--- config.mk ---
export PLATFORM = sky130hd
export DESIGN_NAME = mc_control_fsm
export DESIGN_NICKNAME = d
export VERILOG_FILES = /design/src/rtl/mips_pkg.sv /design/src/rtl/mc_retire_counter.sv /design/src/rtl/mc_control_fsm.sv
export SDC_FILE = /design/constraint.sdc
export NUM_CORES = 1
export LEC_CHECK = 0
export CORE_MARGIN = 2
export CORE_UTILIZATION = 47
export DETAILED_ROUTE_END_ITERATION = 10
export GPL_TIMING_DRIVEN = 1
export PLACE_DENSITY = 0.84
export SLEW_MARGIN = 20
export SYNTH_ARGS = -nofsm -noshare
export SYNTH_HDL_FRONTEND = slang
export SYNTH_SLANG_ARGS = --single-unit
export TNS_END_PERCENT = 20
--- constraint.sdc ---
create_clock -name clk -period 4.49 [get_ports clk]
set_input_delay 0.6735 -clock clk [delete_from_list [all_inputs] [get_ports clk]]
set_output_delay 0.6735 -clock clk [all_outputs]
set_load 0.02 [all_outputs]
--- src/rtl/mips_pkg.sv ---
// Shared encodings for the multi-cycle MIPS controller:
// opcodes, FSM states, ALU and mux select codes.
package mips_pkg;

    localparam logic [5:0] OP_RTYPE = 6'd0;
    localparam logic [5:0] OP_J     = 6'd2;
    localparam logic [5:0] OP_BEQ   = 6'd4;
    localparam logic [5:0] OP_ADDI  = 6'd8;
    localparam logic [5:0] OP_LW    = 6'd35;
    localparam logic [5:0] OP_SW    = 6'd43;

    typedef enum logic [3:0] {
        S_FETCH  = 4'd0,
        S_DECODE = 4'd1,
        S_MEMADR = 4'd2,
        S_MEMRD  = 4'd3,
        S_MEMWB  = 4'd4,
        S_MEMWR  = 4'd5,
        S_EXEC   = 4'd6,
        S_ALUWB  = 4'd7,
        S_BRANCH = 4'd8,
        S_JUMP   = 4'd9,
        S_ADDIEX = 4'd10,
        S_ADDIWB = 4'd11
    } state_t;

    localparam logic [1:0] ALU_ADD   = 2'b00;
    localparam logic [1:0] ALU_SUB   = 2'b01;
    localparam logic [1:0] ALU_FUNCT = 2'b10;

    localparam logic [1:0] PCS_ALU    = 2'b00;
    localparam logic [1:0] PCS_ALUOUT = 2'b01;
    localparam logic [1:0] PCS_JUMP   = 2'b10;

    localparam logic [1:0] SRCB_B     = 2'b00;
    localparam logic [1:0] SRCB_FOUR  = 2'b01;
    localparam logic [1:0] SRCB_IMM   = 2'b10;
    localparam logic [1:0] SRCB_IMMSH = 2'b11;

    function automatic logic op_supported(input logic [5:0] op);
        return (op == OP_RTYPE) || (op == OP_J) || (op == OP_BEQ) ||
               (op == OP_ADDI) || (op == OP_LW) || (op == OP_SW);
    endfunction

endpackage

--- src/rtl/mc_retire_counter.sv ---
// Wrapping count of retired instructions.
// Increments once per enabled clock edge.
module mc_retire_counter #(
    parameter int CNT_W = 16
) (
    input  logic             clk,
    input  logic             rst_n,
    input  logic             i_en,
    output logic [CNT_W-1:0] o_count
);

    logic [CNT_W-1:0] r_count;

    always_ff @(posedge clk or negedge rst_n) begin
        if (!rst_n) begin
            r_count <= '0;
        end else if (i_en) begin
            r_count <= r_count + CNT_W'(1);
        end
    end

    assign o_count = r_count;

endmodule

--- src/rtl/mc_control_fsm.sv ---
// Multi-cycle MIPS main controller: sequences the shared datapath
// per instruction, stalls on mem_ready, counts retirements.
module mc_control_fsm
    import mips_pkg::*;
#(
    parameter int CNT_W = 16
) (
    input  logic             clk,
    input  logic             rst_n,
    input  logic [5:0]       op,
    input  logic             mem_ready,
    output logic             PCWrite,
    output logic             PCWriteCond,
    output logic             IorD,
    output logic             MemRead,
    output logic             MemWrite,
    output logic             MemtoReg,
    output logic             IRWrite,
    output logic [1:0]       PCSource,
    output logic [1:0]       ALUOp,
    output logic             ALUSrcA,
    output logic [1:0]       ALUSrcB,
    output logic             RegWrite,
    output logic             RegDst,
    output logic [3:0]       state,
    output logic             illegal_op,
    output logic [CNT_W-1:0] retired
);

    state_t r_state;

    logic       w_pcwrite;
    logic       w_pcwritecond;
    logic       w_memread;
    logic       w_memwrite;
    logic       w_irwrite;
    logic       w_regwrite;
    logic       w_illegal;
    logic       w_retire;

    always_ff @(posedge clk or negedge rst_n) begin
        if (!rst_n) begin
            r_state <= S_FETCH;
        end else begin
            unique case (r_state)
                S_FETCH:  if (mem_ready) r_state <= S_DECODE;
                S_DECODE: begin
                    case (op)
                        OP_LW,
                        OP_SW:    r_state <= S_MEMADR;
                        OP_RTYPE: r_state <= S_EXEC;
                        OP_BEQ:   r_state <= S_BRANCH;
                        OP_J:     r_state <= S_JUMP;
                        OP_ADDI:  r_state <= S_ADDIEX;
                        default:  r_state <= S_FETCH;
                    endcase
                end
                S_MEMADR: r_state <= (op == OP_LW) ? S_MEMRD : S_MEMWR;
                S_MEMRD:  if (mem_ready) r_state <= S_MEMWB;
                S_MEMWB:  r_state <= S_FETCH;
                S_MEMWR:  if (mem_ready) r_state <= S_FETCH;
                S_EXEC:   r_state <= S_ALUWB;
                S_ALUWB:  r_state <= S_FETCH;
                S_BRANCH: r_state <= S_FETCH;
                S_JUMP:   r_state <= S_FETCH;
                S_ADDIEX: r_state <= S_ADDIWB;
                S_ADDIWB: r_state <= S_FETCH;
                default:  r_state <= S_FETCH;
            endcase
        end
    end

    always_comb begin
        w_pcwrite     = 1'b0;
        w_pcwritecond = 1'b0;
        w_memread     = 1'b0;
        w_memwrite    = 1'b0;
        w_irwrite     = 1'b0;
        w_regwrite    = 1'b0;
        IorD          = 1'b0;
        MemtoReg      = 1'b0;
        PCSource      = PCS_ALU;
        ALUOp         = ALU_ADD;
        ALUSrcA       = 1'b0;
        ALUSrcB       = SRCB_B;
        RegDst        = 1'b0;
        w_illegal     = 1'b0;
        w_retire      = 1'b0;
        case (r_state)
            S_FETCH: begin
                w_memread = 1'b1;
                ALUSrcB   = SRCB_FOUR;
                w_irwrite = mem_ready;
                w_pcwrite = mem_ready;
            end
            S_DECODE: begin
                ALUSrcB   = SRCB_IMMSH;
                w_illegal = !op_supported(op);
            end
            S_MEMADR: begin
                ALUSrcA = 1'b1;
                ALUSrcB = SRCB_IMM;
            end
            S_MEMRD: begin
                w_memread = 1'b1;
                IorD      = 1'b1;
            end
            S_MEMWB: begin
                w_regwrite = 1'b1;
                MemtoReg   = 1'b1;
                w_retire   = 1'b1;
            end
            S_MEMWR: begin
                w_memwrite = 1'b1;
                IorD       = 1'b1;
                w_retire   = mem_ready;
            end
            S_EXEC: begin
                ALUSrcA = 1'b1;
                ALUOp   = ALU_FUNCT;
            end
            S_ALUWB: begin
                w_regwrite = 1'b1;
                RegDst     = 1'b1;
                w_retire   = 1'b1;
            end
            S_BRANCH: begin
                ALUSrcA       = 1'b1;
                ALUOp         = ALU_SUB;
                w_pcwritecond = 1'b1;
                PCSource      = PCS_ALUOUT;
                w_retire      = 1'b1;
            end
            S_JUMP: begin
                w_pcwrite = 1'b1;
                PCSource  = PCS_JUMP;
                w_retire  = 1'b1;
            end
            S_ADDIEX: begin
                ALUSrcA = 1'b1;
                ALUSrcB = SRCB_IMM;
            end
            S_ADDIWB: begin
                w_regwrite = 1'b1;
                w_retire   = 1'b1;
            end
            default: begin
                w_retire = 1'b0;
            end
        endcase
    end

    // Reset forces strobes low in the same cycle; mux selects
    // already read FETCH because the state register clears async.
    assign PCWrite     = w_pcwrite & rst_n;
    assign PCWriteCond = w_pcwritecond & rst_n;
    assign MemRead     = w_memread & rst_n;
    assign MemWrite    = w_memwrite & rst_n;
    assign IRWrite     = w_irwrite & rst_n;
    assign RegWrite    = w_regwrite & rst_n;
    assign illegal_op  = w_illegal & rst_n;
    assign state       = r_state;

    mc_retire_counter #(
        .CNT_W(CNT_W)
    ) u_retire (
        .clk     (clk),
        .rst_n   (rst_n),
        .i_en    (w_retire),
        .o_count (retired)
    );

endmodule

# [Word level (Yosys, flattened, before mapping)]
# Index checks and enable logic that the tools add are counted.
[op_classes] muxes=21 shifts=0 eq_ne=19 reduce_logical=16 order_cmp=0 div=0 add_sub_neg=1 mul=0 n_bitwise=7
[ops] operator="$pmux 4 s7" n=1
[ops] operator="$pmux 4 s5" n=1
[ops] operator="$add 16x1->16 const B" n=1
[ops] operator="$eq 4x3->1 const B" n=4
[ops] operator="$eq 4x4->1 const B" n=4
[ops] operator="$eq 6x6->1 const B" n=2
[ops] operator="$mux 4" n=3
[ops] operator="$mux 1" n=10
[ops] operator="$eq 4x2->1 const B" n=2
[ops] operator="$pmux 2 s2" n=2
[ops] operator="$reduce_or 2->1" n=4
[ops] operator="$and 1x1->1" n=7
[ops] operator="$eq 6x2->1 const B" n=1
[ops] operator="$eq 6x3->1 const B" n=1
[ops] operator="$eq 6x4->1 const B" n=1
[ops] operator="$logic_not 6->1" n=1
[ops] operator="$ne 2x2->1 const B" n=3
[ops] operator="$pmux 2 s3" n=1
[ops] operator="$logic_or 1x1->1" n=5
[ops] operator="$reduce_or 5->1" n=1
[ops] operator="$eq 4x1->1 const B" n=1
[ops] operator="$logic_not 4->1" n=1
[ops] operator="$pmux 1 s2" n=2
[ops] operator="$reduce_or 4->1" n=1
[ops] operator="other kinds (4)" n=4
[word_totals] ff_bits=20 inputBits=9 wordCells=66 romBits=0 latch_bits=0 output_inout_bits=37 mem_bits_rw=0 n_memories=0

# [Logic depth before layout (Yosys ltp)]
# Gate-level depths: netlist of run 1.
[logic_depth] depth_word=9 mapped_depth=6 mapped_depth_nobuf=5

# [Cells and area by module]
# Synthesis of run 1 repeated with hierarchy kept, for this count alone.
[unflattened] hier_cells=139 area_unflattened_um2=1244.9
[modules_own_cells] module="mc_retire_counter" n_inst=1 seq_area_each_um2=400.4 cells_each=56 area_each_um2=695.7
[modules_own_cells] module="mc_control_fsm" n_inst=1 seq_area_each_um2=100.1 cells_each=83 area_each_um2=549.3

# [Worst setup path after synthesis of run 1]
# Ideal clock, no wire load.
[synth_timing] path_kind="input port to output port" from="in op[1]" to="out illegal_op" arrival_time_ps=1736 path_buffers=1 t_required_ps=3817 path_slack_ps=2080 cell_stages=5 cell_sequence="clkbuf_1 -> maj3_1 -> o22a_1 -> nor2_1 -> nor3_1"
[synth_between] elab_chain_len=9 word_cells_on_any_way=14 cone_classes="eq/ne: 5; mux: 1; bitwise: 1; reduce/logical: 7"
[synth_lines] element="from (decl)" line_no="mc_control_fsm.sv:10" source="input logic [5:0] op,"
[synth_lines] element="$eq 6x2->1 / $logic_not 6->1 (equally long branches)" line_no="mips_pkg.sv:41" source="return (op == OP_RTYPE) || (op == OP_J) || (op == OP_BEQ) ||"
[synth_lines] element="$logic_or 1x1->1 (3 in series)" line_no="mips_pkg.sv:41"
[synth_lines] element="$logic_or 1x1->1" line_no="mips_pkg.sv:42" source="(op == OP_ADDI) || (op == OP_LW) || (op == OP_SW);"
[synth_lines] element="$logic_or 1x1->1 *" line_no="mips_pkg.sv:42"
[synth_lines] element="$logic_not 1->1 *" line_no="mc_control_fsm.sv:98" source="w_illegal = !op_supported(op);"
[synth_lines] element="$mux 1 *" line_no="mc_control_fsm.sv:89" source="case (r_state)"
[synth_lines] element="$and 1x1->1 *" line_no="mc_control_fsm.sv:161" source="assign illegal_op = w_illegal & rst_n;"
[synth_lines] element="to (decl)" line_no="mc_control_fsm.sv:26" source="output logic illegal_op,"
# Mark *: on every way between the ends. The rest lies on a longest branch, timed or not.

# [Final worst setup path of run 1]
[layout_timing] from="reg r_state[1], in the netlist state[1]" to="out RegWrite"
[layout_between] elab_chain_len=4 word_cells_on_any_way=6 cone_classes="eq/ne: 3; mux: 1; bitwise: 1; reduce/logical: 1"
[layout_lines] element="from (decl)" line_no="mc_control_fsm.sv:30" source="state_t r_state;"
[layout_lines] element="from (signal assigned)" line_no="mc_control_fsm.sv:58" source="S_MEMADR: r_state <= (op == OP_LW) ? S_MEMRD : S_MEMWR;"
[layout_lines] element="$eq 4x4->1 / $eq 4x3->1 (equally long branches)" line_no="mc_control_fsm.sv:89"
[layout_lines] element="$reduce_or 3->1 (no line) *"
[layout_lines] element="$mux 1 *" line_no="mc_control_fsm.sv:89"
[layout_lines] element="$and 1x1->1 *" line_no="mc_control_fsm.sv:160" source="assign RegWrite = w_regwrite & rst_n;"
[layout_lines] element="to (decl)" line_no="mc_control_fsm.sv:23" source="output logic RegWrite,"
# Marks and branches as above.

==> impl_metrics.csv, run 1 <==
group,metric,value,unit
placement,dp.cells,209,
timing,post-route-period-util,73.2,%
global_routing,grt_pass1_wl,4970,µm
worst_setup_path,worstPathMaxFanout,20,
worst_setup_path,crit_path_top_delay_cell,"sky130_fd_sc_hd__nor2b_1",
detailed_routing,drcViolationCount,0,
timing,min_period,3290,ps
worst_setup_path,cp.arrival,2610,ps
power,power.total,540,µW
global_routing,total_grt_usage,19.4,%
synth,synthesis.instances,142,
layout,num_antenna_cells,0,
worst_setup_path,crit_required,3820,ps
power,pwr-share-clk,26.5,%
synth,number_of_warnings_printed_during_yosys_synthesis,0,
timing,hold_violations,0,
worst_setup_path,path_buf_inv,1,
global_routing,grt_max_degree,21,
detailed_routing,firstDrtPassIters,4,
detailed_routing,detailroute.via_count,1212,
clocking,cts_hold_bufs,0,
layout,final_core_utilization,70.3,%
synth,synthDominantAreaCellType,"sky130_fd_sc_hd__dfrtp_1",
clocking,cts-buffers-inserted,3,
global_routing,gr-total-overflow,0,
floorplanning,floorplan.initialDensity,50.1,%
worst_setup_path,criticalPathCategory,"reg2out",
layout,final_layout_size_suffix_gt1_share,5.46,%
placement,io_buffer_count,45,
status,outcome,"completed",
layout,nets,194,
worst_setup_path,timing.critical_path.depth,4,
synth,synthesis.area,0.00126,mm²
power,cellInternalPower,371,µW
power,irDropWorstVdd,242,µV
power,power_frac_comb,31.0,%
floorplanning,floorplan.die_area,0.00312,mm²
worst_setup_path,worstPathCellList,"nor2b_1 -> o32a_1 -> nor2_1 -> clkdlybuf4s50_1",
synth,synth_top_cells_by_area,"sky130_fd_sc_hd__dfrtp_1, sky130_fd_sc_hd__xnor2_1, sky130_fd_sc_hd__nand2_1",
worst_setup_path,end_kind,"output pin",
timing,setup_tns,0,ps
global_routing,antenna_found_initial,0,
hold_path,hold_depth,1,
power,cellLeakagePower,0.000644,µW
power,power_density,305,mW/mm²
synth,yosysTopAreaCellShare,39.6,%
timing,timing.max_slew.rel_slack,44.5,%
clocking,cts_max_path_buffers,2,
clocking,ctsHtreeMaxLevel,1,
synth,synth_top_flop_cell,"sky130_fd_sc_hd__dfrtp_1",
layout,final_cell_count_no_fill,213,
global_routing,grt_pass1_vias,1118,
timing,skew,1.11,ps
clocking,clock_latency,300,ps
worst_setup_path,timing.reg2reg.worst_path_depth,4,
synth,syn_area_per_cell,8.90,µm²
placement,routabilityCongestion,0.812,
synth,synth_fp_nets,152,
detailed_routing,finalWirelength,2990,µm
detailed_routing,antenna_left,0,
placement,dpl_worst_slack,1320,ps
detailed_routing,wl_per_cell,14.0,µm
clocking,cts_root_buffer_type,"sky130_fd_sc_hd__clkbuf_4",
detailed_routing,vias_per_cell,5.69,
floorplanning,die_h,55.9,µm
power,power.switching,169,µW
clocking,post_cts_buffers,0,
synth,synth-seq-cells,20,
timing,max_clock_freq,304,MHz
timing,setup-violations-final,0,
floorplanning,dieWidth,55.9,µm
clocking,cts_resized,0,
timing,finalMaxSlewViolations,0,
hold_path,hold_path.class,"reg2reg",
floorplanning,row_count,18,
detailed_routing,first_iter_violations,33,
clocking,clk_pin_slew,110,ps
clocking,tritoncts,"built",
synth,async_flop_share,100,%
floorplanning,io_pins,46,
floorplanning,core_area,0.00252,mm²
placement,detailed_place_hpwl,2240,µm
clocking,clock_sink_count,20,
timing,rsz0062_at_grt,"false",
timing,finalWorstSetupSlack,1200,ps
synth,synth_sequential_area_ratio,39.6,%
layout,area_delta_synth_final,40.3,%
synth,synth.lib_cells_used.distinct,40,
power,sequential_share_of_power,42.5,%
power,power_switching_share,31.3,%
layout,filler_cell_count,193,
worst_setup_path,type_of_element_launching_the_critical_path,"flop",
timing,max_slew.worst_pin.slew,831,ps
worst_setup_path,critPathTopFamily,"simple AND/OR/NAND/NOR gates",
flow_run,maxCapViolations,0,
worst_setup_path,cp_max_stage_delay,750,ps
synth,number_of_flops_mapped_to_enable_cells_by_yosys,0,
==> routing by layer <==
metal | GRT usage [%] | up-vias | wire length [µm]
li1 | - | 583 | -
met1 | 24.7 | 573 | 1380
met2 | 32.8 | 51 | 1430
met3 | 2.79 | 5 | 140
met4 | 8.16 | 0 | 44
met5 | 0 | - | 0
==> synthesized netlist by cell type (2+ instances only) <==
library cell	instances
sky130_fd_sc_hd__a21oi_1	4
sky130_fd_sc_hd__nand3b_1	2
sky130_fd_sc_hd__clkbuf_1	6
sky130_fd_sc_hd__inv_1	2
sky130_fd_sc_hd__xor2_1	3
sky130_fd_sc_hd__nor3b_1	2
sky130_fd_sc_hd__xnor2_1	14
sky130_fd_sc_hd__nor4b_1	2
sky130_fd_sc_hd__nor2_1	12
sky130_fd_sc_hd__nor2b_1	2
sky130_fd_sc_hd__nand3_1	6
sky130_fd_sc_hd__nand2b_1	7
sky130_fd_sc_hd__nor3_1	8
sky130_fd_sc_hd__nor4_4	2
sky130_fd_sc_hd__dfrtp_1	20
sky130_fd_sc_hd__o21ai_0	6
sky130_fd_sc_hd__nand4_1	5
sky130_fd_sc_hd__nand2_1	16
sky130_fd_sc_hd__and3_1	2
==> worst paths after layout <==
path | from | to | slack (ps)
setup / recovery | state[1] | RegWrite | 1200
hold / removal | u_retire.o_count[15] | u_retire.o_count[15] | 480
setup reg to reg | state[1] | u_retire.o_count[4] | 2420
hold reg to reg | u_retire.o_count[15] | u_retire.o_count[15] | 480
max in group asynchronous | rst_n | u_retire.o_count[4] | 3420
min in group asynchronous | rst_n | u_retire.o_count[13] | 870
==> flip-flops by register name, summed over array words and instances (netlist names) <==
register and flops:
state 4, u_retire.o_count 16
==> cell families after synthesis <==
family	count (synthesis)	share of synthesized area [%]
flops	20	39.6
compound gates	20	10.7
buf+inv	11	3.66
mux	1	0.792
fa+ha+maj	2	1.78
xor+xnor	17	11.8
simple gates	71	31.7
==> power groups by stage <==
stage / Sequential, µW / Combinational, µW / Clock [µW]
floorplan: 243 / 77.8 / 0
global placement: 230 / 165 / 0
detailed placement: 232 / 168 / 0
CTS: 229 / 169 / 147
global route: 233 / 180 / 153
finish: 229 / 167 / 143
==> cell type report <==
cell class	instances	area [µm²]	share of cell area, %
Sequential cell	20	500	28.2
Inverter	2	7.51	0.423
Clock inverter	1	30.0	1.69
Timing Repair Buffer	46	458	25.8
Clock buffer	3	22.5	1.27
Tap cell	30	37.5	2.12
Multi-Input combinational cell	111	717	40.4
==> per-stage QoR <==
step,instance area (µm²),hold slack [ps]
after global placement,1720,459
after detailed placement,1720,470
after global routing,1770,499
after floorplan,1260,378
after CTS,1770,490
final,1770,481
==> worst reg2reg max path, stage by stage, from the launching register on <==
cell	delay, ps
sky130_fd_sc_hd__dfrtp_1	740
sky130_fd_sc_hd__nor2b_1	750
sky130_fd_sc_hd__or2_1	270
sky130_fd_sc_hd__nor2_1	70
sky130_fd_sc_hd__xor2_1	140
==> placed cells by master, fill, tap and decap left out, types with 3 or more instances in the layout <==
cell	instances
sky130_fd_sc_hd__xnor2_1	14
sky130_fd_sc_hd__nand2_1	16
sky130_fd_sc_hd__clkbuf_4	3
sky130_fd_sc_hd__a21oi_1	4
sky130_fd_sc_hd__nand2b_1	7
sky130_fd_sc_hd__nand3_1	6
sky130_fd_sc_hd__clkdlybuf4s50_1	45
sky130_fd_sc_hd__o21ai_0	6
sky130_fd_sc_hd__nor2_1	12
sky130_fd_sc_hd__xor2_1	3
sky130_fd_sc_hd__nand4_1	5
sky130_fd_sc_hd__nor3_1	8
sky130_fd_sc_hd__dfrtp_1	20
Power figures use the tool's default switching activity.
==> run 2: changes to the inputs <==
--- a/config.mk
+++ b/config.mk
@@ -6,10 +6,10 @@
 export NUM_CORES = 1
 export LEC_CHECK = 0
 export CORE_MARGIN = 2
-export CORE_UTILIZATION = 47
+export CORE_UTILIZATION = 44
 export DETAILED_ROUTE_END_ITERATION = 10
 export GPL_TIMING_DRIVEN = 1
-export PLACE_DENSITY = 0.84
+export PLACE_DENSITY = 0.79
 export SLEW_MARGIN = 20
 export SYNTH_ARGS = -nofsm -noshare
 export SYNTH_HDL_FRONTEND = slang
==> constraint.sdc (replaced) <==
create_clock -name clk -period 3.1 [get_ports clk]
set_input_delay 0.465 -clock clk [delete_from_list [all_inputs] [get_ports clk]]
set_output_delay 0.465 -clock clk [all_outputs]
set_load 0.02 [all_outputs]
==> impl_metrics.csv, run 2 (synthesis results as in run 1) <==
group,metric,value,unit
timing,max_slew.worst_pin.slew,550,ps
worst_setup_path,crit_required,2630,ps
worst_setup_path,cp.arrival,2300,ps
detailed_routing,drcViolationCount,0,
clocking,clk_pin_slew,110,ps
timing,finalWorstSetupSlack,340,ps
floorplanning,row_count,19,
layout,largest_register_ff_count,16,
detailed_routing,detailroute.via_count,1223,
worst_setup_path,cp_max_stage_delay,630,ps
floorplanning,floorplan.initialDensity,46.2,%
layout,most-common-layout-cells,"sky130_fd_sc_hd__clkdlybuf4s50_1, sky130_fd_sc_hd__dfrtp_1, sky130_fd_sc_hd__nand2_1",
detailed_routing,antenna_left,0,
worst_setup_path,crit_path_top_delay_cell,"sky130_fd_sc_hd__clkdlybuf4s50_1",
hold_path,hold_depth,1,
global_routing,grt_pass1_vias,1171,
worst_setup_path,worstPathCellList,"clkdlybuf4s50_1 -> maj3_1 -> o22a_1 -> nor2_1 -> nor3_1 -> clkdlybuf4s50_1",
power,power.total,727,µW
worst_setup_path,timing.reg2reg.worst_path_depth,5,
global_routing,met2_usage,33.6,%
clocking,cts_resized,0,
global_routing,grt_max_degree,21,
layout,final_layout_size_suffix_gt1_share,6.49,%
worst_setup_path,worstPathMaxFanout,8,
global_routing,grt_pass1_wl,5000,µm
timing,max_clock_freq,362,MHz
global_routing,total_grt_usage,18.8,%
detailed_routing,wl_per_cell,14.3,µm
global_routing,antenna_found_initial,0,
placement,detailed_place_hpwl,2290,µm
clocking,post_cts_buffers,0,
timing,skew,3.63,ps
placement,dpl_worst_slack,372,ps
timing,hold_violations,0,
worst_setup_path,ff2ff_setup_slack,1100,ps
timing,setup_tns,0,ps
global_routing,busiest_layer,"met2",
clocking,cts_hold_bufs,0,
global_routing,grt_util_met1,23.2,%
status,outcome,"completed",
worst_setup_path,path_buf_inv,2,
layout,filler_cell_count,246,
timing,fin_hold_ws,477,ps
power,irDropWorstVdd,314,µV
clocking,cts_root_buffer_type,"sky130_fd_sc_hd__clkbuf_4",
worst_setup_path,end_kind,"output pin",
clocking,ctsHtreeMaxLevel,1,
worst_setup_path,worstReg2RegEnd,"u_retire.o_count[12]",
detailed_routing,vias_per_cell,5.66,
power,power_density,410,mW/mm²
clocking,tritoncts,"built",
placement,routabilityCongestion,0.825,
clocking,clock_latency,300,ps
detailed_routing,firstDrtPassIters,4,
floorplanning,dieWidth,57.6,µm
hold_path,worst_hold_path.endpoint,"u_retire.o_count[15]",
floorplanning,floorplan.die_area,0.00332,mm²
timing,rsz0062_at_grt,"false",
hold_path,hold_path.class,"reg2reg",
worst_setup_path,criticalPathCategory,"in2out",
timing,finalMaxSlewViolations,0,
flow_run,maxCapViolations,0,
clocking,cts-buffers-inserted,3,
layout,most_common_library_cell_in_the_layout_ignoring_fill_and_taps,"sky130_fd_sc_hd__clkdlybuf4s50_1",
worst_setup_path,regToRegStartpoint,"state[2]",
clocking,clock_sink_count,20,
worst_setup_path,type_of_element_launching_the_critical_path,"input port",
hold_path,hold_start,"u_retire.o_count[15]",
placement,io_buffer_count,45,
floorplanning,die_h,57.6,µm
layout,num_antenna_cells,0,
timing,post-route-period-util,89.0,%
global_routing,grt_use_met3,2.49,%
clocking,cts_max_path_buffers,2,
timing,timing.max_slew.rel_slack,63.4,%
worst_setup_path,critPathTopFamily,"buffers and inverters",
detailed_routing,finalWirelength,3100,µm
timing,min_period,2760,ps
global_routing,gr-total-overflow,0,
worst_setup_path,crit_top_cell,"sky130_fd_sc_hd__clkdlybuf4s50_1",
detailed_routing,first_iter_violations,26,
layout,area_delta_synth_final,40.3,%
timing,setup-violations-final,0,
floorplanning,core_area,0.00273,mm²
power,cellLeakagePower,0.000648,µW
layout,nets,196,
floorplanning,io_pins,46,
## run 2: cell type report
class / count / area, µm² / area share, %
multi-input combinational: 111 / 717 / 40.4
inverter: 2 / 7.51 / 0.423
sequential: 20 / 500 / 28.2
clock buffer: 4 / 36.3 / 2.05
tap: 31 / 38.8 / 2.19
timing repair buffer: 48 / 473 / 26.7
## run 2: metrics by stage
| step | area (µm²) | cells | utilization, % |
|---|---|---|---|
| global placement | 1740 | 212 | 63.5 |
| CTS | 1770 | 216 | 64.9 |
| detailed placement | 1740 | 212 | 63.5 |
| floorplan | 1260 | 142 | - |
| global route | 1770 | 216 | 64.9 |
| finish | 1770 | 216 | 64.9 |
## run 2: routing by layer
metal | vias to the layer above | part of all wire (%) | routed length, µm
li1 | 590 | - | -
met1 | 581 | 45 | 1380
met2 | 47 | 49 | 1520
met3 | 5 | 5.3 | 163
met4 | 0 | 1.2 | 36
met5 | - | 0 | 0
## run 2: worst max-delay path by stage
| stage | startpoint | endpoint | slack [ps] | depth (start not counted) |
|---|---|---|---|---|
| 2_1_floorplan | state[3] | PCWrite | 990 | 4 |
| 3_5_place_dp | op[1] | illegal_op | 370 | 6 |
| 6_report | op[1] | illegal_op | 340 | 6 |
| 4_1_cts | op[1] | illegal_op | 350 | 6 |
| 3_3_place_gp | op[1] | illegal_op | 420 | 6 |
| 5_1_grt | state[0] | ALUSrcB[1] | 190 | 4 |
## run 2: power by group
part	total, µW	internal [µW]	switching (µW)
logic	243	120	122
clock network	152	71.7	80.3
registers	333	287	45.5
total	727	479	248
